$ cat src/rtl/spi_seg_pkg.sv
// Shared constants for the SPI-programmed segment scan controller:
// frame geometry, command codes and field positions.
package spi_seg_pkg;

    localparam int FRAME_W     = 16;
    localparam int BIT_CNT_MAX = FRAME_W + 1;

    localparam int CMD_HI  = 15;
    localparam int CMD_LO  = 12;
    localparam int ADDR_HI = 11;
    localparam int ADDR_LO = 8;
    localparam int DATA_HI = 7;
    localparam int DATA_LO = 0;

    localparam logic [3:0] CMD_NOP         = 4'h0;
    localparam logic [3:0] CMD_WRITE_DIGIT = 4'h1;
    localparam logic [3:0] CMD_SET_BLINK   = 4'h2;
    localparam logic [3:0] CMD_SET_ENABLE  = 4'h3;

endpackage

$ cat src/rtl/spi_frame_rx.sv
// SPI mode-0 frame receiver: synchronises the pins, shifts MSB-first bits
// and reports each completed frame on the cs_n rising edge.
module spi_frame_rx
    import spi_seg_pkg::*;
(
    input  logic               clk,
    input  logic               rst,
    input  logic               sclk,
    input  logic               cs_n,
    input  logic               mosi,
    output logic               frame_valid,
    output logic               frame_len_ok,
    output logic [FRAME_W-1:0] frame
);

    logic [1:0]         r_sclk_sync;
    logic [1:0]         r_cs_sync;
    logic [1:0]         r_mosi_sync;
    logic               r_sclk_prev;
    logic               r_cs_prev;
    logic               r_armed;
    logic [4:0]         r_bit_cnt;
    logic [FRAME_W-1:0] r_shift;

    logic w_sclk;
    logic w_cs;
    logic w_mosi;
    logic w_sclk_rise;
    logic w_cs_rise;

    assign w_sclk      = r_sclk_sync[1];
    assign w_cs        = r_cs_sync[1];
    assign w_mosi      = r_mosi_sync[1];
    assign w_sclk_rise = w_sclk & ~r_sclk_prev;
    assign w_cs_rise   = w_cs & ~r_cs_prev;

    // A frame counts only if the receiver saw cs_n idle before it started.
    always_ff @(posedge clk) begin
        if (rst) begin
            r_sclk_sync <= '0;
            r_cs_sync   <= '0;
            r_mosi_sync <= '0;
            r_sclk_prev <= 1'b0;
            r_cs_prev   <= 1'b0;
            r_armed     <= 1'b0;
            r_bit_cnt   <= '0;
            r_shift     <= '0;
        end else begin
            r_sclk_sync <= {r_sclk_sync[0], sclk};
            r_cs_sync   <= {r_cs_sync[0], cs_n};
            r_mosi_sync <= {r_mosi_sync[0], mosi};
            r_sclk_prev <= w_sclk;
            r_cs_prev   <= w_cs;
            if (w_cs) begin
                r_armed   <= 1'b1;
                r_bit_cnt <= '0;
            end else if (r_armed && w_sclk_rise) begin
                r_shift <= {r_shift[FRAME_W-2:0], w_mosi};
                if (r_bit_cnt != 5'(BIT_CNT_MAX)) begin
                    r_bit_cnt <= r_bit_cnt + 5'd1;
                end
            end
        end
    end

    assign frame_valid  = w_cs_rise & r_armed;
    assign frame_len_ok = (r_bit_cnt == 5'(FRAME_W));
    assign frame        = r_shift;

endmodule

$ cat src/rtl/spi_segment_scan_controller.sv
// Time-multiplexed multi-digit 7-segment driver with an SPI-written register
// file holding digit patterns, a blink mask and a global enable.
module spi_segment_scan_controller
    import spi_seg_pkg::*;
#(
    parameter int          N_DIGITS    = 4,
    parameter int          SEG_W       = 8,
    parameter logic [23:0] REFRESH_DIV = 24'd10_000,
    parameter int          BLINK_SCANS = 64,
    parameter int          ACTIVE_LOW  = 0
) (
    input  logic                clk,
    input  logic                rst,
    input  logic                sclk,
    input  logic                cs_n,
    input  logic                mosi,
    output logic [SEG_W-1:0]    seg_out,
    output logic [N_DIGITS-1:0] dig_out,
    output logic                frame_err
);

    localparam int          IDX_W    = $clog2(N_DIGITS);
    localparam int          BC_W     = (BLINK_SCANS > 1) ? $clog2(BLINK_SCANS) : 1;
    localparam logic        POL      = (ACTIVE_LOW != 0);
    localparam logic [23:0] DIV_LAST = REFRESH_DIV - 24'd1;

    logic               w_frame_valid;
    logic               w_frame_len_ok;
    logic [FRAME_W-1:0] w_frame;
    logic [3:0]         w_cmd;
    logic [3:0]         w_addr;
    logic [7:0]         w_data;
    logic [IDX_W-1:0]   w_addr_idx;
    logic               w_cmd_ok;
    logic               w_accept;
    logic               w_slot_end;
    logic               w_scan_end;
    logic [SEG_W-1:0]   w_pattern;
    logic [N_DIGITS-1:0] w_onehot;

    logic [SEG_W-1:0]    r_digit [N_DIGITS];
    logic [N_DIGITS-1:0] r_blink_mask;
    logic                r_enable;
    logic                r_blink_phase;
    logic [23:0]         r_div_cnt;
    logic [IDX_W-1:0]    r_scan_idx;
    logic [BC_W-1:0]     r_blink_cnt;
    logic [SEG_W-1:0]    r_seg_out;
    logic [N_DIGITS-1:0] r_dig_out;
    logic                r_frame_err;

    spi_frame_rx u_rx (
        .clk          (clk),
        .rst          (rst),
        .sclk         (sclk),
        .cs_n         (cs_n),
        .mosi         (mosi),
        .frame_valid  (w_frame_valid),
        .frame_len_ok (w_frame_len_ok),
        .frame        (w_frame)
    );

    assign w_cmd      = w_frame[CMD_HI:CMD_LO];
    assign w_addr     = w_frame[ADDR_HI:ADDR_LO];
    assign w_data     = w_frame[DATA_HI:DATA_LO];
    assign w_addr_idx = w_addr[IDX_W-1:0];

    always_comb begin
        w_cmd_ok = 1'b0;
        case (w_cmd)
            CMD_NOP, CMD_SET_BLINK, CMD_SET_ENABLE: w_cmd_ok = 1'b1;
            CMD_WRITE_DIGIT:                        w_cmd_ok = (int'(w_addr) < N_DIGITS);
            default:                                w_cmd_ok = 1'b0;
        endcase
    end

    assign w_accept = w_frame_valid & w_frame_len_ok & w_cmd_ok;

    always_ff @(posedge clk) begin
        if (rst) begin
            for (int i = 0; i < N_DIGITS; i++) begin
                r_digit[i] <= '0;
            end
            r_blink_mask <= '0;
            r_enable     <= 1'b1;
            r_frame_err  <= 1'b0;
        end else begin
            r_frame_err <= w_frame_valid & ~w_accept;
            if (w_accept) begin
                case (w_cmd)
                    CMD_WRITE_DIGIT: r_digit[w_addr_idx] <= w_data[SEG_W-1:0];
                    CMD_SET_BLINK:   r_blink_mask        <= w_data[N_DIGITS-1:0];
                    CMD_SET_ENABLE:  r_enable            <= w_data[0];
                    default:         ;
                endcase
            end
        end
    end

    assign w_slot_end = (r_div_cnt == DIV_LAST);
    assign w_scan_end = w_slot_end && (r_scan_idx == IDX_W'(N_DIGITS - 1));

    always_ff @(posedge clk) begin
        if (rst) begin
            r_div_cnt     <= '0;
            r_scan_idx    <= '0;
            r_blink_cnt   <= '0;
            r_blink_phase <= 1'b0;
        end else begin
            if (w_slot_end) begin
                r_div_cnt  <= '0;
                r_scan_idx <= w_scan_end ? '0 : r_scan_idx + 1'b1;
            end else begin
                r_div_cnt <= r_div_cnt + 24'd1;
            end
            if (w_scan_end) begin
                if (r_blink_cnt == BC_W'(BLINK_SCANS - 1)) begin
                    r_blink_cnt   <= '0;
                    r_blink_phase <= ~r_blink_phase;
                end else begin
                    r_blink_cnt <= r_blink_cnt + 1'b1;
                end
            end
        end
    end

    for (genvar gi = 0; gi < N_DIGITS; gi++) begin : g_onehot
        assign w_onehot[gi] = (r_scan_idx == IDX_W'(gi));
    end

    assign w_pattern = (!r_enable || (r_blink_mask[r_scan_idx] && r_blink_phase))
                       ? '0 : r_digit[r_scan_idx];

    // Segment and digit selects update on the same edge, so no ghost cycle.
    always_ff @(posedge clk) begin
        if (rst) begin
            r_seg_out <= {SEG_W{POL}};
            r_dig_out <= N_DIGITS'(1) ^ {N_DIGITS{POL}};
        end else begin
            r_seg_out <= w_pattern ^ {SEG_W{POL}};
            r_dig_out <= w_onehot ^ {N_DIGITS{POL}};
        end
    end

    assign seg_out   = r_seg_out;
    assign dig_out   = r_dig_out;
    assign frame_err = r_frame_err;

endmodule

$ cat config.mk
export PLATFORM = sky130hd
export DESIGN_NAME = spi_segment_scan_controller
export DESIGN_NICKNAME = d
export VERILOG_FILES = /design/src/rtl/spi_seg_pkg.sv /design/src/rtl/spi_frame_rx.sv /design/src/rtl/spi_segment_scan_controller.sv
export SDC_FILE = /design/constraint.sdc
export NUM_CORES = 1
export LEC_CHECK = 0
export ABC_AREA = 1
export CAP_MARGIN = 0
export CORE_ASPECT_RATIO = 0.9
export CORE_MARGIN = 1.5
export CORE_UTILIZATION = 55
export DETAILED_ROUTE_END_ITERATION = 16
export DONT_BUFFER_PORTS = 1
export PLACE_DENSITY = 0.7
export SYNTH_ARGS = -nofsm -noshare
export SYNTH_HDL_FRONTEND = slang
export SYNTH_HIERARCHICAL = 1
export SYNTH_SLANG_ARGS = --single-unit
$ cat constraint.sdc
create_clock -name clk -period 2.65 [get_ports clk]
set_input_delay 0.3975 -clock clk [delete_from_list [all_inputs] [get_ports clk]]
set_output_delay 0.3975 -clock clk [all_outputs]
set_load 0.05 [all_outputs]
==> impl_metrics.csv, run 1 <==
group,metric,value,unit
die,floorplan.initialDensity,56.23,%
critical_path,critical_path_required,2.84,ns
cts,cts_max_path_buffers,2,
finish,finalNonFillerCells,792,
power_and_ir_drop,clock_power_share,52.9,%
critical_path,timing.rr.start,"u_rx/r_bit_cnt[0]$_SDFFE_PP0P_",
synthesis,dominantRegCellSynth,"dfxtp_1",
power_and_ir_drop,power.share.switching,21.83,%
power_and_ir_drop,seqPwrFrac,44.9,%
die,std_cell_rows,33,
synthesis,synth_largest_type_area_fraction,31.75,%
global_routing,global_route.usage.met1,30.07,%
global_routing,gr-usage-met3,7.246,%
power_and_ir_drop,power.static_leakage,2.102,nW
synthesis,synth_seq_cells,113,
synthesis,postSynthAreaPerCell,7.882,sq um
critical_path,regToRegSetupSlack,0.52,ns
cts,clock_sinks,113,
critical_path,timing_worst_setup_path_type,"flip-flop to flip-flop",
run,drv_cap,0,
critical_path,crit_arrival,2.32,ns
sta,transition_time_of_the_tightest_slew_check_pin,0.9544,ns
finish,layout-area-overhead-vs-synth,13.20,%
die,die-area,9874,sq um
synthesis,synth_edf_count,32,
drt,wirelength,10730,um
status,result_of_the_run,"complete, no violations",
sta,fin_crit_sh,80.29,%
synthesis,synth.net_count,662,
worst_hold_path,timing.hold.worst_path_depth,3,
sta,fmaxAchievable,0.4700,GHz
power_and_ir_drop,p_per_area,714.4,nW/um^2
worst_hold_path,hp-start,"rst",
synthesis,area_contributors_post_synth,"dfxtp_1 (32%), edfxtp_1 (19%), nor2_1 (12%), nand2_1 (8.1%), inv_1 (4.8%)",
cts,worstSkewPairLatency,0.52,ns
drt,avg_vias_per_cell,5.223,
drt,final_antenna_net_count,0,
global_routing,maximum_number_of_pins_on_one_net_before_global_route_repair,25,
drt,detail_route.iter0.violations,208,
placement,place_inst,756,
synthesis,post_synth_num_cell_types,39,
sta,final.setup.tns,0,ns
synthesis,synth-async-reset-ratio,0,%
cts,tritoncts,"built",
placement,globalplace.congestion,0.8619,
finish,drive_above_1_share,10.15,%
synthesis,synth_area,5107,sq um
cts,postCtsSetupRepairBufs,0,
synthesis,synth.yosys.seq_area_share,50.56,%
placement,place.detailed.hpwl,7229,um
cts,clkSlewWorstSetupHoldPaths,0.05,ns
drt,routed_wire_length_per_instance,13.54,um
global_routing,gr_ovfl_total,0,
finish,diodes,0,
worst_hold_path,min_path_type,"input port to flip-flop",
cts,ctsRootBufferMaster,"clkbuf_8",
sta,grt_setup_unrepaired,"no",
global_routing,global_route_usage_over_all_layers,22.97,%
cts,number_of_cts_inserted_buffers,17,
sta,final_hold_vio_count,0,
global_routing,grt_pass1_vias,3696,
power_and_ir_drop,switching_power,901.8,uW
sta,final_setup_violating_endpoints,0,
sta,slew_headroom,36.16,%
sta,timing.final.crit_period,2.128,ns
power_and_ir_drop,internal_power,3.229,mW
critical_path,timing.critical_path.from_type,"flip-flop",
synthesis,yosysWarnings,6,
die,core_area,9084,sq um
global_routing,grt_pass1_wl,17330,um
power_and_ir_drop,vdd_ir_drop_max,0.7025,mV
finish,design.final.nets,671,
die,floorplan.die.width,104.6,um
global_routing,gr-usage-met2,35.09,%
critical_path,crit_path_capture_type,"flip-flop",
worst_hold_path,end_of_the_worst_hold_path,"u_rx/r_bit_cnt[0]$_SDFFE_PP0P_",
drt,detail_route.first_pass.iterations,4,
critical_path,worst_r2r_path_depth,9,
cts,h-tree-depth,4,
sta,finalClockSkew,0.008010,ns
drt,route.detailed.drc,0,
critical_path,regToRegEndpoint,"r_digit[0][2]$_SDFFCE_PN0P_",
die,io-pin-count,18,
power_and_ir_drop,share_comb_of_total_power,2.1,%
global_routing,grt.busiest_layer,"met2",
synthesis,syn-instance-count,648,
synthesis,synth_largest_area_cell,"dfxtp_1",
drt,route.vias.total,4137,
die,fp.dieH,94.42,um
critical_path,critical_path_peak_fanout,9,
finish,filler_cell_count,777,
global_routing,antenna_violations_before_repair,0,
sta,final_max_slew_viol_count,0,
placement,port_buffers,0,
[registers in the layout, summed over array words and instances (netlist names), 4 cells and up]
name	flops
r_div_cnt	24
r_digit	32
r_blink_mask	4
r_blink_cnt	6
u_rx/r_bit_cnt	5
u_rx/frame	16
seg_out	8
dig_out	4
[cell type report]
type / count / area (sq um) / share of cell area [%]
sequential: 113 / 2582 / 44.67
multi-input combinational: 448 / 2143 / 37.07
clock buffer: 20 / 445.4 / 7.704
inverter: 71 / 271.5 / 4.696
tap: 122 / 152.6 / 2.640
clock inverter: 12 / 131.4 / 2.272
timing repair buffer: 6 / 55.05 / 0.9522
[placed cells by master (no fill, tap or decap), types with 3 or more instances in the layout]
master | netlist | routed
nor2_1 | 164 | 164
nand2_1 | 110 | 110
dfxtp_1 | 81 | 81
inv_1 | 65 | 65
a21oi_1 | 37 | 37
edfxtp_1 | 32 | 32
o21ai_0 | 31 | 31
nand3_1 | 28 | 28
clkbuf_16 | 0 | 16
nand4_1 | 11 | 11
nor3_1 | 9 | 9
ha_1 | 9 | 9
nand2_2 | 6 | 6
o21ai_1 | 6 | 6
inv_2 | 5 | 5
nand3_2 | 5 | 5
xor2_1 | 5 | 5
dlygate4sd3_1 | 0 | 4
nor2_2 | 3 | 3
nor2_4 | 3 | 3
or2_2 | 3 | 3
clkbuf_8 | 0 | 3
clkinvlp_4 | 0 | 3
[through the flow]
| stage | utilization, % | setup slack (ns) | hold WS [ns] | power, mW | instance area [sq um] |
|---|---|---|---|---|---|
| global route | 63.65 | 0.2301 | 0.1031 | 4.247 | 5782 |
| CTS | 63.65 | 0.5180 | 0.09165 | 4.157 | 5782 |
| finish | 63.65 | 0.5223 | 0.1093 | 4.130 | 5782 |
| floorplan | - | 0.3892 | 0.3883 | 1.953 | 5107 |
| global placement | 56.86 | 0.6163 | 0.3947 | 1.965 | 5165 |
| detailed placement | 56.86 | 0.5388 | 0.3957 | 1.970 | 5165 |
[how the worst max path moves through the flow]
| stage | start | endpoint | depth (start not counted) |
|---|---|---|---|
| floorplan | u_rx/r_bit_cnt[0]$_SDFFE_PP0P_ | r_digit[3][0]$_DFFE_PP_ | 7 |
| global placement | u_rx/r_bit_cnt[0]$_SDFFE_PP0P_ | r_digit[0][3]$_SDFFCE_PN0P_ | 9 |
| CTS | u_rx/r_bit_cnt[0]$_SDFFE_PP0P_ | r_digit[0][2]$_SDFFCE_PN0P_ | 9 |
| global route | u_rx/r_armed$_SDFFE_PP0P_ | r_digit[0][4]$_SDFFCE_PN0P_ | 8 |
| detailed placement | u_rx/r_bit_cnt[0]$_SDFFE_PP0P_ | r_digit[0][2]$_SDFFCE_PN0P_ | 9 |
| finish | u_rx/r_bit_cnt[0]$_SDFFE_PP0P_ | r_digit[0][2]$_SDFFCE_PN0P_ | 9 |
[cells in the mapped netlist (6+ instances only)]
library cell and n:
nor2_1 164, nand2_2 6, a21oi_1 37, nand4_1 11, nand3_1 28, nand2_1 110, edfxtp_1 32, o21ai_0 31
nor3_1 9, buf_2 6, ha_1 9, o21ai_1 6, inv_1 65, dfxtp_1 81
[repair_timing]
action,in CTS,in global routing
hold endpoints to repair,23,0
resized for setup,0,0
hold buffers,4,0
[power by group through the flow]
stage               Clock, mW  Combinational, mW  Sequential [mW]
global route             2.29              0.101             1.86
global placement            0             0.0742             1.89
floorplan                   0             0.0665             1.89
CTS                      2.21             0.0881             1.86
finish                   2.19             0.0877             1.86
detailed placement          0             0.0772             1.89
[logic make-up after synthesis]
kind of cell,count (synthesis),synth area share (%)
buffers and inverters,87,7.472
adders and majority gates,9,2.205
AOI/OAI and AO/OA,79,8.085
and+or+nand+nor,353,30.48
DFF,113,50.56
xor gates and xnor gates,7,1.200
[routing by layer]
layer  wire [um]  share of wire [%]
met5           0                  0
met4         224                2.1
met3         598                5.6
met2        4731                 44
met1        5172                 48
[worst max-delay path: stages, from the launching register on]
cell and delay (ns):
dfxtp_1 0.36, inv_1 0.08, ha_1 0.13, and3_1 0.15, nand2_1 0.05, nor2_1 0.15, o21ai_2 0.11, nor3_4 0.23
nand3_2 0.21, nand2_1 0.32
(Power assumes the default switching activity.)
==> run 2: changes to the inputs <==
==> constraint.sdc (replaced) <==
create_clock -name clk -period 2.2 [get_ports clk]
set_input_delay 0.33 -clock clk [delete_from_list [all_inputs] [get_ports clk]]
set_output_delay 0.33 -clock clk [all_outputs]
set_load 0.05 [all_outputs]
==> run 2 against run 1 <==
Global-route usage increased by 1.2 points. Cell area down 0.17%. Final cell count is 0.51% higher. Combinational power up 23%. Maximum frequency is 7.1% higher. Setup slack got worse by 0.31 ns. Clock skew up 0.0031 ns. Count of clock-buffer cells in the layout grew 1. Register-to-register slack lost 0.31 ns. Critical path type unchanged.
==> impl_metrics.csv, run 2 (synthesis gave the netlist of run 1 again) <==
group,metric,value,unit
power_and_ir_drop,internal_power,3.795,mW
finish,layout-area-overhead-vs-synth,13.01,%
finish,filler_cell_count,788,
cts,clkSlewWorstSetupHoldPaths,0.06,ns
placement,port_buffers,0,
die,floorplan.die.width,104.6,um
critical_path,timing_worst_setup_path_type,"flip-flop to flip-flop",
drt,detail_route.first_pass.iterations,4,
global_routing,grt_pass1_vias,3894,
sta,final_setup_violating_endpoints,0,
cts,h-tree-depth,4,
sta,transition_time_of_the_tightest_slew_check_pin,0.9116,ns
run,drv_cap,0,
placement,place.detailed.hpwl,7314,um
sta,grt_setup_unrepaired,"no",
finish,design.final.nets,675,
sta,finalClockSkew,0.01112,ns
drt,detail_route.iter0.violations,220,
power_and_ir_drop,vdd_ir_drop_max,0.5537,mV
sta,fmaxAchievable,0.5032,GHz
critical_path,timing.rr.start,"u_rx/r_bit_cnt[0]$_SDFFE_PP0P_",
worst_hold_path,hp-start,"rst",
power_and_ir_drop,share_comb_of_total_power,2.3,%
status,result_of_the_run,"complete, no violations",
drt,routed_wire_length_per_instance,13.46,um
critical_path,timing.critical_path.from_type,"flip-flop",
critical_path,critical_path_peak_fanout,8,
finish,mostFrequentLayoutCell,"nor2_1",
placement,place_inst,760,
die,core_area,9084,sq um
finish,layout_common_cells,"nor2_1 (164), nand2_1 (109), dfxtp_1 (81), inv_1 (65), a21oi_1 (37)",
power_and_ir_drop,switching_power,1.013,mW
sta,final_hold_vio_count,0,
finish,flip_flop_count_of_the_largest_register_all_copies_and_words_added,32,
sta,final.setup.tns,0,ns
global_routing,global_route_usage_over_all_layers,24.13,%
die,fp.dieH,94.42,um
cts,clock_sinks,113,
worst_hold_path,min_path_type,"input port to flip-flop",
global_routing,grt_pass1_wl,18330,um
die,std_cell_rows,33,
cts,tritoncts,"built",
finish,diodes,0,
drt,route.vias.total,4150,
critical_path,crit_path_capture_type,"flip-flop",
sta,fin_crit_sh,90.33,%
drt,route.detailed.drc,0,
cts,cts_max_path_buffers,2,
die,io-pin-count,18,
power_and_ir_drop,clock_power_share,51.2,%
power_and_ir_drop,seqPwrFrac,46.5,%
sta,slew_headroom,39.03,%
critical_path,critical_path_required,2.39,ns
die,die-area,9874,sq um
finish,drive_above_1_share,9.644,%
cts,worstSkewPairLatency,0.52,ns
power_and_ir_drop,p_per_area,833.0,nW/um^2
drt,wirelength,10710,um
finish,finalNonFillerCells,796,
power_and_ir_drop,power.share.switching,21.07,%
critical_path,crit_arrival,2.17,ns
die,floorplan.initialDensity,56.23,%
global_routing,gr_ovfl_total,0,
global_routing,antenna_violations_before_repair,0,
global_routing,maximum_number_of_pins_on_one_net_before_global_route_repair,25,
cts,number_of_cts_inserted_buffers,17,
power_and_ir_drop,power.static_leakage,2.104,nW
critical_path,worstSetupStartpoint,"u_rx/r_bit_cnt[0]$_SDFFE_PP0P_",
cts,ctsRootBufferMaster,"clkbuf_8",
sta,timing.final.crit_period,1.987,ns
sta,final_max_slew_viol_count,0,
placement,globalplace.congestion,0.8977,
drt,avg_vias_per_cell,5.214,
drt,final_antenna_net_count,0,
finish,register_containing_the_most_flip_flops_in_the_final_layout,"r_digit",
-- run 2: cell count changes in the layout (fill, tap and decap cells not counted), sizes merged --
cell,delta
buf,+4
inv,-3
clkbuf,+1
clkinvlp,-3
clkinv,+5
-- run 2: power by group through the flow --
| stage | Clock, mW | Sequential [mW] | Combinational (mW) |
|---|---|---|---|
| detailed placement | 0 | 2.28 | 0.0952 |
| global placement | 0 | 2.28 | 0.0918 |
| CTS | 2.48 | 2.24 | 0.108 |
| global route | 2.59 | 2.24 | 0.124 |
| floorplan | 0 | 2.27 | 0.0808 |
| finish | 2.46 | 2.24 | 0.108 |
-- run 2: layout make-up --
| cell class | instances | area [sq um] | area share, % |
|---|---|---|---|
| clock buffers | 21 | 429.2 | 7.436 |
| clock inverters | 11 | 97.59 | 1.691 |
| inverters | 71 | 271.5 | 4.704 |
| multi-input cells | 448 | 2153 | 37.31 |
| flip-flops and latches | 113 | 2582 | 44.74 |
| well taps | 122 | 152.6 | 2.645 |
| repair buffers | 10 | 85.08 | 1.474 |
-- run 2: path summary, 6_finish.rpt --
check	endpoint	slack [ns]	depth (start not counted)
worst max register to register	r_digit[1][5]$_SDFFCE_PN0P_	0.21	9
worst min register to register	u_rx/r_mosi_sync[1]$_SDFF_PP0_	0.40	2
worst max-delay path	r_digit[1][5]$_SDFFCE_PN0P_	0.21	9
worst min-delay path	u_rx/r_bit_cnt[4]$_SDFFE_PP0P_	0.03	3
-- run 2: per-stage QoR --
stage	worst slack, ns	instance area [sq um]	utilization [%]	power [mW]	hold slack (ns)
floorplan	0.3237	5115	-	2.353	0.3883
CTS	0.1304	5769	63.51	4.828	0.01378
detailed placement	0.1392	5202	57.27	2.374	0.3965
global route	0.02518	5772	63.54	4.954	0.03825
finish	0.2126	5772	63.54	4.808	0.02749
global placement	0.1917	5202	57.27	2.369	0.3940
-- run 2: worst max-delay path, cell delays in order (launching register included) --
cell	delay [ns]
dfxtp_1	0.35
inv_1	0.07
ha_1	0.13
and3_1	0.15
nand2_1	0.05
nor2_1	0.14
o21ai_2	0.12
nor3_4	0.24
nand3_2	0.12
nand2_1	0.29
-- run 2: timing repair --
item / 4_1_cts / 5_1_grt
hold buffers: 4 / 0
endpoints found under the hold margin: 23 / 0
setup buffers: 0 / 0
endpoints found under the setup margin: 0 / 8
resized for setup: 0 / 1
-- run 2: per-layer routing --
metal / track usage [%] / share of wire (%) / vias to the layer above
met5: 0 / 0 / -
met1: 32.00 / 47 / 1887
met4: 10.05 / 2.0 / 0
met2: 36.29 / 44 / 138
li1: - / - / 2103
met3: 8.213 / 6.5 / 22
